## config.mk

```make
export PLATFORM = sky130hd
export DESIGN_NAME = inta_sequencer
export DESIGN_NICKNAME = d
export VERILOG_FILES = /design/src/rtl/pic_bus_pkg.sv /design/src/rtl/sync2.sv /design/src/rtl/inta_sequencer.sv
export SDC_FILE = /design/constraint.sdc
export NUM_CORES = 1
export LEC_CHECK = 0
export ABC_AREA = 1
export CORE_ASPECT_RATIO = 0.9
export CORE_MARGIN = 4
export CORE_UTILIZATION = 47
export CTS_BUF_LIST = sky130_fd_sc_hd__clkbuf_8
export CTS_CLUSTER_SIZE = 12
export DETAILED_ROUTE_END_ITERATION = 12
export PLACE_DENSITY_LB_ADDON = 0.15
export SKIP_LAST_GASP = 1
export SLEW_MARGIN = 20
export SYNTH_ARGS = -nofsm -noshare
export SYNTH_HDL_FRONTEND = slang
export SYNTH_SLANG_ARGS = --single-unit
```

## constraint.sdc

```tcl
create_clock -name clk -period 1.75 [get_ports clk]
set_clock_uncertainty 0.2 [all_clocks]
set_input_delay 0.525 -clock clk [delete_from_list [all_inputs] [get_ports clk]]
set_output_delay 0.525 -clock clk [all_outputs]
set_load 0.01 [all_outputs]
```

## src/rtl/pic_bus_pkg.sv

```systemverilog
// Shared definitions for the 8259 bus side: sequencer states, OCW2 command byte
// and A0 encodings.
package pic_bus_pkg;

  typedef enum logic [2:0] {
    StIdle,
    StAck1,
    StGap,
    StAck2,
    StDeliver,
    StEoiSetup,
    StEoiWr,
    StEoiHold
  } state_t;

  localparam logic [7:0] OCW2_NS_EOI = 8'h20;
  localparam logic       A0_CMD      = 1'b0;
  localparam logic       A0_DATA     = 1'b1;

endpackage

```

## src/rtl/sync2.sv

```systemverilog
// Two-flop synchronizer for a single asynchronous level, reset to 0.
module sync2 (
  input  logic clk,
  input  logic rst,
  input  logic d,
  output logic q
);

  logic meta;

  always_ff @(posedge clk or posedge rst) begin
    if (rst) begin
      meta <= 1'b0;
      q    <= 1'b0;
    end else begin
      meta <= d;
      q    <= meta;
    end
  end

endmodule

```

## src/rtl/inta_sequencer.sv

```systemverilog
// CPU-side INTA initiator: runs the two-pulse acknowledge, hands the captured vector
// to the core over valid/ready, and issues the non-specific EOI write on request.
module inta_sequencer
  import pic_bus_pkg::*;
#(
  parameter int unsigned PULSE_CYCLES = 2,
  parameter int unsigned GAP_CYCLES   = 1,
  parameter logic [7:0]  EOI_BYTE     = OCW2_NS_EOI
) (
  input  logic       clk,
  input  logic       rst,
  input  logic       int_req,
  input  logic       irq_enable,
  input  logic [7:0] data_in,
  output logic       inta_n,
  output logic [7:0] vector_out,
  output logic       vector_valid,
  input  logic       vector_ready,
  input  logic       eoi_req,
  output logic       cs_n,
  output logic       wr_n,
  output logic       a0,
  output logic [7:0] data_out,
  output logic       data_oe,
  output logic       busy
);

  localparam int unsigned CntMax = (PULSE_CYCLES > GAP_CYCLES) ? PULSE_CYCLES : GAP_CYCLES;
  localparam int unsigned CntW   = $clog2(CntMax + 1);
  localparam logic [CntW-1:0] PulseLoad = CntW'(PULSE_CYCLES);
  localparam logic [CntW-1:0] GapLoad   = CntW'(GAP_CYCLES);
  localparam logic [CntW-1:0] CntOne    = CntW'(1);

  logic            int_sync;
  logic            eoi_pending;
  state_t          state, state_d;
  logic [CntW-1:0] cnt, cnt_d;
  logic            cnt_done;
  logic            ack_low_d;
  logic            eoi_win_d;

  sync2 u_int_sync (
    .clk (clk),
    .rst (rst),
    .d   (int_req),
    .q   (int_sync)
  );

  assign cnt_done = (cnt == CntOne);

  // Counter is loaded on entry to each timed phase; the phase ends when it reads 1.
  always_comb begin
    state_d = state;
    cnt_d   = cnt;
    case (state)
      StIdle: begin
        if (eoi_pending) begin
          state_d = StEoiSetup;
        end else if (int_sync && irq_enable) begin
          state_d = StAck1;
          cnt_d   = PulseLoad;
        end
      end
      StAck1: begin
        if (cnt_done) begin
          state_d = StGap;
          cnt_d   = GapLoad;
        end else begin
          cnt_d = cnt - CntOne;
        end
      end
      StGap: begin
        if (cnt_done) begin
          state_d = StAck2;
          cnt_d   = PulseLoad;
        end else begin
          cnt_d = cnt - CntOne;
        end
      end
      StAck2: begin
        if (cnt_done) begin
          state_d = StDeliver;
        end else begin
          cnt_d = cnt - CntOne;
        end
      end
      StDeliver: begin
        if (vector_valid && vector_ready) begin
          state_d = StIdle;
        end
      end
      StEoiSetup: begin
        state_d = StEoiWr;
        cnt_d   = PulseLoad;
      end
      StEoiWr: begin
        if (cnt_done) begin
          state_d = StEoiHold;
        end else begin
          cnt_d = cnt - CntOne;
        end
      end
      StEoiHold: begin
        state_d = StIdle;
      end
      default: begin
        state_d = StIdle;
      end
    endcase
  end

  assign ack_low_d = (state_d == StAck1) || (state_d == StAck2);
  assign eoi_win_d = (state_d == StEoiSetup) || (state_d == StEoiWr) || (state_d == StEoiHold);

  // Outputs are registered from the next state so every strobe is glitch-free.
  always_ff @(posedge clk or posedge rst) begin
    if (rst) begin
      state        <= StIdle;
      cnt          <= '0;
      eoi_pending  <= 1'b0;
      inta_n       <= 1'b1;
      cs_n         <= 1'b1;
      wr_n         <= 1'b1;
      a0           <= A0_CMD;
      data_out     <= 8'h00;
      data_oe      <= 1'b0;
      vector_out   <= 8'h00;
      vector_valid <= 1'b0;
      busy         <= 1'b0;
    end else begin
      state        <= state_d;
      cnt          <= cnt_d;
      // Entry to EOI_SETUP consumes the request; repeats while pending simply merge.
      eoi_pending  <= (state_d == StEoiSetup) ? 1'b0 : (eoi_pending | eoi_req);
      inta_n       <= ~ack_low_d;
      cs_n         <= ~eoi_win_d;
      wr_n         <= (state_d != StEoiWr);
      a0           <= A0_CMD;
      data_out     <= eoi_win_d ? EOI_BYTE : 8'h00;
      data_oe      <= eoi_win_d;
      vector_valid <= (state_d == StDeliver);
      busy         <= (state_d != StIdle);
      if (state == StAck2 && cnt_done) begin
        vector_out <= data_in;
      end
    end
  end

endmodule

```

==> results.cfg, run 1 <==
[yosys]
synth_area_leader_cell = dfrtp_1
ys.flop_type = dfrtp_1
syn_avg_cell_area_um2 = 8.46
synth_common_cells = 34 x nand2_1, 19 x dfrtp_1, 15 x inv_1
ys_ff_latch = 22
yosys-top-cells-area = dfrtp_1 41%, nand2_1 11%, dfstp_2 6.8%
synth-edff-count = 0
yosysMostFrequentCell = nand2_1
synth_seq_area_share = 0.482
synth_cells = 136
yosysTopAreaCellShare = 0.413
ys_async_sr_fraction = 1.00
synth_area_um2 = 1150
synth_cell_type_count = 20
ys_warn_count = 0

[min_path]
hold_depth = 0
hold_class = flip-flop to flip-flop

[timing]
rsz0062_at_grt = yes
hold_viol_final = 0
period_share = 0.978
setup_viol = 0
maxSlewViolCount = 0
period_needed_ns = 1.71
timing.fmax_ghz = 0.584

[critical_path]
critPathRequiredTime_ns = 1.02
worstRegToRegCells = 9
startpoint_type = flip-flop
critical-path-max-stage-delay_ns = 0.51
cp_num_cells = 1
path_delay_family = flip-flops
crit_slowest_cell = dfstp_2
arrival_ns = 0.99
worstPathCellList = clkdlybuf4s15_1
worstSetupPathType = flip-flop to output port
cp_max_fo = 1
critPathBufInv = 1
endpoint_kind = output port

[cells_and_area]
drive_above_1_share = 0.204
nets = 185
diodes = 0
final_cells = 194
area_growth_pct = 27.5

[placed_design]
portBuffers = 28
hpwlAfterDp_mm = 1.69
dpl.cell_count = 190
gp_congestion = 0.804

[job]
max-cap-violations = 0

[drt]
routedWlPerCell_um = 10.6
drtIter0Drc = 8
routed_wirelength_mm = 2.06
dr.pass1.iters = 3
viasPerCell = 4.66
ant_nets = 0
drc = 0
vias = 904

[die]
pin_count = 37
die-area_um2 = 3310
start_util = 0.509
die_h_um = 55.0
std_cell_rows = 16
fp.dieW_um = 60.2
core_area_um2 = 2260

[status]
status = completed

[clock_network]
hold_buffers = 0
cts_made_buffers = 3
path_clk_slew_ns = 0.07
clock-sinks = 22
clk_root_buffer_cell = clkbuf_8
htreeDepth = 1
clock_path_buffers = 2
cts_tree = done
clock_latency_ns = 0.25

[grt]
first_global_vias = 826
gr-total-overflow = 0
grt_usage = 0.141
grt_first_pass_wirelength_mm = 3.44
grt_max_degree = 23
antenna_found_initial = 0

[pwr]
leakage_nw = 0.768
power_density_nw_per_um2 = 1790
p_total_w = 0.00262
peakVddDrop_mv = 1.19
-- final timing paths --
check                                start             to  slack, ns
setup / recovery                    inta_n         inta_n       0.04
hold / removal             u_int_sync.meta   u_int_sync.q       0.15
setup reg to reg                    cnt[1]           busy       0.17
hold reg to reg            u_int_sync.meta   u_int_sync.q       0.15
max in group asynchronous              rst         inta_n       0.75
min in group asynchronous              rst  vector_out[6]       0.38
-- cells in the final DEF, fill, tap and decap left out, types with 2 or more instances in the layout --
master,count
nand2_1,34
dfrtp_1,19
inv_1,16
nand3_1,13
clkdlybuf4s50_1,13
dlygate4sd2_1,12
nand2_2,8
conb_1,8
inv_2,7
o21ai_1,6
nor2_1,5
o21ai_0,3
nor2_2,3
clkbuf_8,3
dfstp_2,3
nand3_2,2
ha_1,2
clkdlybuf4s15_1,2
-- flip-flops by register name, summed over array words and instances (netlist names) --
name             flops
busy                 1
cs_n                 1
vector_valid         1
state                3
u_int_sync.meta      1
eoi_pending          1
u_int_sync.q         1
vector_out           8
cnt                  2
inta_n               1
data_out             1
wr_n                 1
-- per-layer routing --
metal / global-route usage / wire, um / vias to the layer above
met5: 0 / 0 / -
met4: 0.0369 / 22 / 0
met3: 0.0534 / 155 / 4
met2: 0.241 / 1040 / 30
met1: 0.167 / 839 / 407
li1: - / - / 463
-- power by group --
part	leakage, nW	internal [W]	total (W)	switching, W
Combinational	0.487	0.000555	0.00139	0.000832
Clock	0.0269	0.000156	0.000298	0.000142
Sequential	0.254	0.000755	0.000939	0.000184
-- what timing repair did --
| item | CTS | global route |
|---|---|---|
| setup endpoints to repair | 15 | 4 |
| buffers inserted | 0 | 0 |
| gates resized for setup | 15 | 5 |
-- cell type report --
class / count / area [um^2]
Timing Repair Buffer: 30 / 288
Clock buffer: 3 / 41.3
Inverter: 22 / 82.6
Clock inverter: 1 / 3.75
Fill cell: 218 / 795
Multi-Input combinational cell: 89 / 464
Tap cell: 27 / 33.8
Sequential cell: 22 / 554
-- stage by stage --
step | instance area, um^2 | hold slack [ns] | worst slack [ns] | setup TNS (ns) | util
2_1_floorplan | 1180 | 0.131 | 0.182 | 0 | -
3_3_place_gp | 1440 | 0.134 | 0.0112 | 0 | 0.637
3_5_place_dp | 1440 | 0.141 | -0.00177 | -0.00177 | 0.637
4_1_cts | 1470 | 0.159 | -0.00394 | -0.00394 | 0.648
5_1_grt | 1470 | 0.163 | -0.0142 | -0.0142 | 0.649
6_report | 1470 | 0.155 | 0.0381 | 0 | 0.649
-- logic make-up after synthesis --
kind of cell | synth area share
AOI/OAI and AO/OA | 0.0467
adders and majority gates | 0.0326
buffers and inverters | 0.140
DFF | 0.482
other | 0.00326
and+or+nand+nor | 0.296
(Power assumes the default switching activity.)
==> inputs of run 2 (changes only) <==
CAP_MARGIN = 20   (was not set)
CORE_UTILIZATION = 51   (was 47)
SLEW_MARGIN = 30   (was 20)
clock period = 2 ns   (was 1.75 ns; I/O delays follow)
==> run 2 against run 1 <==
Compared with the run above:
- first-iteration DRC count rose by 75%
- total power fell by 7.9%
- final cell count fell by 0.52%
- clock power rose by 2%
==> results.cfg, run 2 (same netlist as run 1, synthesis figures left out) <==
[clock_network]
path_clk_slew_ns = 0.07
clock_path_buffers = 2
cts_tree = done
clock_latency_ns = 0.25
cts_made_buffers = 3
clk_root_buffer_cell = clkbuf_8
clock-sinks = 22
htreeDepth = 1

[drt]
drtIter0Drc = 14
ant_nets = 0
routed_wirelength_mm = 2.05
wl_met2_mm = 1.03
drc = 0
vias = 903
routedWlPerCell_um = 10.6
highest_layer = met4
wl_met1_um = 873
dr.pass1.iters = 4
dr_wl_met3_um = 135
viasPerCell = 4.68

[critical_path]
cp_max_fo = 2
arrival_ns = 1.16
worstPathCellList = clkdlybuf4s50_1
path_delay_family = buffers and inverters
crit_slowest_cell = clkdlybuf4s50_1
startpoint_type = flip-flop
worstReg2RegStart = cnt[1]
startpoint = vector_out[4]
critPathBufInv = 1
critPathRequiredTime_ns = 1.20
r2r_end = data_out[5]
critical-path-max-stage-delay_ns = 0.55
endpoint_kind = output port
crit_end = vector_out[4]
r2r_slack_ns = 0.25
worstRegToRegCells = 9
worstSetupPathType = flip-flop to output port
cp_num_cells = 1

[pwr]
leakage_nw = 0.769
peakVddDrop_mv = 0.979
power_density_nw_per_um2 = 1630
p_total_w = 0.00242

[cells_and_area]
diodes = 0
nets = 184
multiInputGateArea_um2 = 462
regMostFlops = vector_out
area_growth_pct = 28.5
largest_reg_flops = 8
drive_above_1_share = 0.193
layout_commonest_cell = nand2_1
regArea_um2 = 554
finalCoreUtilization = 0.684
final_cell_mix = 34 x nand2_1, 22 x clkdlybuf4s50_1, 19 x dfrtp_1
fill_cells = 179
top_regs = vector_out: 8 flops, state: 3 flops, cnt: 2 flops

[die]
std_cell_rows = 16
core_area_um2 = 2160
start_util = 0.532
pin_count = 37
die-area_um2 = 3080
fp.dieW_um = 58.1
die_h_um = 53.1

[job]
max-cap-violations = 0

[placed_design]
post-place-ws_ns = 0.150
hpwlAfterDp_mm = 1.68
gp_congestion = 0.777
portBuffers = 28

[min_path]
hold_class = flip-flop to flip-flop

[grt]
first_global_vias = 884
grt_usage = 0.158
antenna_found_initial = 0
grt_first_pass_wirelength_mm = 3.71
grt_max_degree = 23
gr-total-overflow = 0

[timing]
hold_viol_final = 0
maxSlewViolCount = 0
period_needed_ns = 1.96
period_share = 0.980
rsz0062_at_grt = no
fin_ws_ns = 0.0408
setup_viol = 0
fin_setup_tns_ns = 0
timing.fmax_ghz = 0.510

[status]
status = completed
run 2: cell types whose count changed in the layout (fill, tap and decap cells not counted):
cell             before  now
buf_12                1    0
clkbuf_2              1    0
clkbuf_8              3    4
clkdlybuf4s15_1       2    0
clkdlybuf4s50_1      13   22
dlygate4sd2_1        12    3
dlymetal6s2s_1        0    3
ha_1                  2    3
ha_2                  1    0
inv_1                16   15
run 2: worst min-delay path by stage:
stage / startpoint / endpoint / slack, ns / cells past startpoint
2_1_floorplan: u_int_sync.meta / u_int_sync.q / 0.13 / 0
3_3_place_gp: u_int_sync.meta / u_int_sync.q / 0.14 / 0
3_5_place_dp: u_int_sync.meta / u_int_sync.q / 0.15 / 0
4_1_cts: u_int_sync.meta / u_int_sync.q / 0.16 / 0
5_1_grt: u_int_sync.meta / u_int_sync.q / 0.17 / 0
6_report: u_int_sync.meta / u_int_sync.q / 0.16 / 0
run 2: routing by layer:
| metal | GRT usage | vias up |
|---|---|---|
| li1 | - | 461 |
| met4 | 0.0618 | 0 |
| met2 | 0.271 | 26 |
| met1 | 0.195 | 414 |
| met5 | 0 | - |
| met3 | 0.0341 | 2 |
run 2: report_power, final:
group          leakage [nW]  switching (W)  total [W]  internal [W]
clock network        0.0288       0.000130   0.000304      0.000175
logic                 0.486       0.000742    0.00128      0.000542
registers             0.254       0.000166   0.000827      0.000661
total                 0.769        0.00104    0.00242       0.00138
run 2: area by class of cell:
| type | count | area share |
|---|---|---|
| repair buffers | 29 | 0.197 |
| flip-flops and latches | 22 | 0.375 |
| well taps | 27 | 0.0228 |
| inverters | 22 | 0.0558 |
| multi-input cells | 89 | 0.312 |
| clock buffers | 4 | 0.0372 |
run 2: per-stage QoR:
stage / cell area, um^2 / hold slack, ns / instances
after floorplan: 1180 / 0.131 / 143
after CTS: 1470 / 0.164 / 193
after detailed placement: 1420 / 0.146 / 189
final: 1480 / 0.158 / 193
after global routing: 1480 / 0.172 / 193
after global placement: 1420 / 0.138 / 189
run 2: repair_timing:
action / in CTS / in global routing
buffers inserted: 0 / 0
endpoints found under the setup margin: 3 / 3
endpoints found under the hold margin: 0 / 0
hold buffers: 0 / 0
gates resized for setup: 3 / 3
==> inputs of run 3 (changes only) <==
CAP_MARGIN = not set   (was 20)
CORE_MARGIN = not set   (was 4)
==> run 3 against run 2 <==
Compared with the run above:
- hold slack hardly changed
- die area fell by 20%
- utilization is 5.4 points higher
- combinational power is essentially flat
- non-clock buffer count is 1 higher
- largest cell class unchanged
- largest power group unchanged
==> results.cfg, run 3 (same netlist as run 1, synthesis figures left out) <==
[timing]
hold_viol_final = 0
timing.fmax_ghz = 0.508
fin_ws_ns = 0.0330
maxSlewViolCount = 0
period_share = 0.983
period_needed_ns = 1.97
rsz0062_at_grt = no
fin_setup_tns_ns = 0
setup_viol = 0

[placed_design]
portBuffers = 28
post-place-ws_ns = 0.162
hpwlAfterDp_mm = 1.66
gp_congestion = 0.851

[die]
die-area_um2 = 2450
std_cell_rows = 15
pin_count = 37
fp.dieW_um = 52.1
die_h_um = 47.1
core_area_um2 = 2030
start_util = 0.568

[clock_network]
hold_buffers = 0
clock_latency_ns = 0.26
clock_path_buffers = 2
post-cts-setup-buffer-count = 0
cts_tree = done
path_clk_slew_ns = 0.08
clk_root_buffer_cell = clkbuf_8
post_cts_resized = 3
htreeDepth = 1
cts_made_buffers = 3
clock-sinks = 22

[grt]
first_global_vias = 838
grt_first_pass_wirelength_mm = 3.39
grt_usage = 0.192
grt_max_degree = 23
gr-total-overflow = 0
antenna_found_initial = 0

[cells_and_area]
top_regs = vector_out: 8 flops, state: 3 flops, cnt: 2 flops
regMostFlops = vector_out
layout_commonest_cell = nand2_1
nets = 185
area_growth_pct = 29.9
multiInputGateArea_um2 = 462
largest_reg_flops = 8
regArea_um2 = 554
diodes = 0
finalCoreUtilization = 0.738
drive_above_1_share = 0.198
fill_cells = 151
final_cell_mix = 34 x nand2_1, 24 x clkdlybuf4s50_1, 19 x dfrtp_1

[critical_path]
worstPathCellList = clkdlybuf4s50_1
cp_num_cells = 1
startpoint = vector_out[1]
critPathBufInv = 1
worstReg2RegStart = cnt[0]
worstRegToRegCells = 6
endpoint_kind = output port
crit_slowest_cell = clkdlybuf4s50_1
startpoint_type = flip-flop
worstSetupPathType = flip-flop to output port
arrival_ns = 1.17
critical-path-max-stage-delay_ns = 0.55
path_delay_family = buffers and inverters
critPathRequiredTime_ns = 1.20
cp_max_fo = 2

[drt]
dr.pass1.iters = 4
ant_nets = 0
drtIter0Drc = 7
viasPerCell = 4.82
routedWlPerCell_um = 11.2
routed_wirelength_mm = 2.14
drc = 0
vias = 926

[min_path]
min_from = u_int_sync.meta
hold_class = flip-flop to flip-flop
hold_depth = 0

[job]
max-cap-violations = 0

[pwr]
peakVddDrop_mv = 1.10
leakage_nw = 0.762
power_density_nw_per_um2 = 1710

[status]
status = completed
## run 3: cell count changes in the layout (fill, tap and decap cells not counted), sizes merged
cell | before | now
buf | 1 | 2
bufinv | 0 | 1
clkbuf | 4 | 3
clkdlybuf4s50 | 22 | 24
dlymetal6s2s | 3 | 1
## run 3: area by class of cell
class / instances / share of cell area
clock buffer: 3 / 0.0276
clock inverter: 1 / 0.0201
inverter: 22 / 0.0552
multi-input combinational: 89 / 0.309
sequential: 22 / 0.371
tap: 25 / 0.0209
timing repair buffer: 30 / 0.197
## run 3: routing by layer
metal / share of wire / track usage / wire [um]
met4: 0.0047 / 0.0541 / 10
met2: 0.52 / 0.356 / 1110
met5: 0 / 0 / 0
met3: 0.043 / 0.0421 / 92
met1: 0.44 / 0.227 / 932
## run 3: final timing paths
path | slack [ns] | endpoint
worst max-delay path | 0.03 | vector_out[1]
worst min-delay path | 0.16 | u_int_sync.q
worst max register to register | 0.43 | busy
worst min register to register | 0.16 | u_int_sync.q
max in group asynchronous | 0.87 | inta_n
min in group asynchronous | 0.46 | vector_out[6]
## run 3: report_power, final
| part | total [W] | internal [W] | leakage (nW) | switching [W] |
|---|---|---|---|---|
| combinational | 0.00131 | 0.000555 | 0.472 | 0.000755 |
| sequential | 0.000830 | 0.000660 | 0.254 | 0.000170 |
| clock | 0.000415 | 0.000267 | 0.0357 | 0.000148 |
| total | 0.00256 | 0.00148 | 0.762 | 0.00107 |
## run 3: metrics by stage
stage | power (W) | hold WS, ns | cell area (um^2) | cells
2_1_floorplan | 0.00171 | 0.131 | 1180 | 143
3_3_place_gp | 0.00210 | 0.141 | 1430 | 188
3_5_place_dp | 0.00216 | 0.143 | 1430 | 188
4_1_cts | 0.00257 | 0.161 | 1490 | 192
5_1_grt | 0.00275 | 0.164 | 1500 | 192
6_report | 0.00256 | 0.159 | 1500 | 192
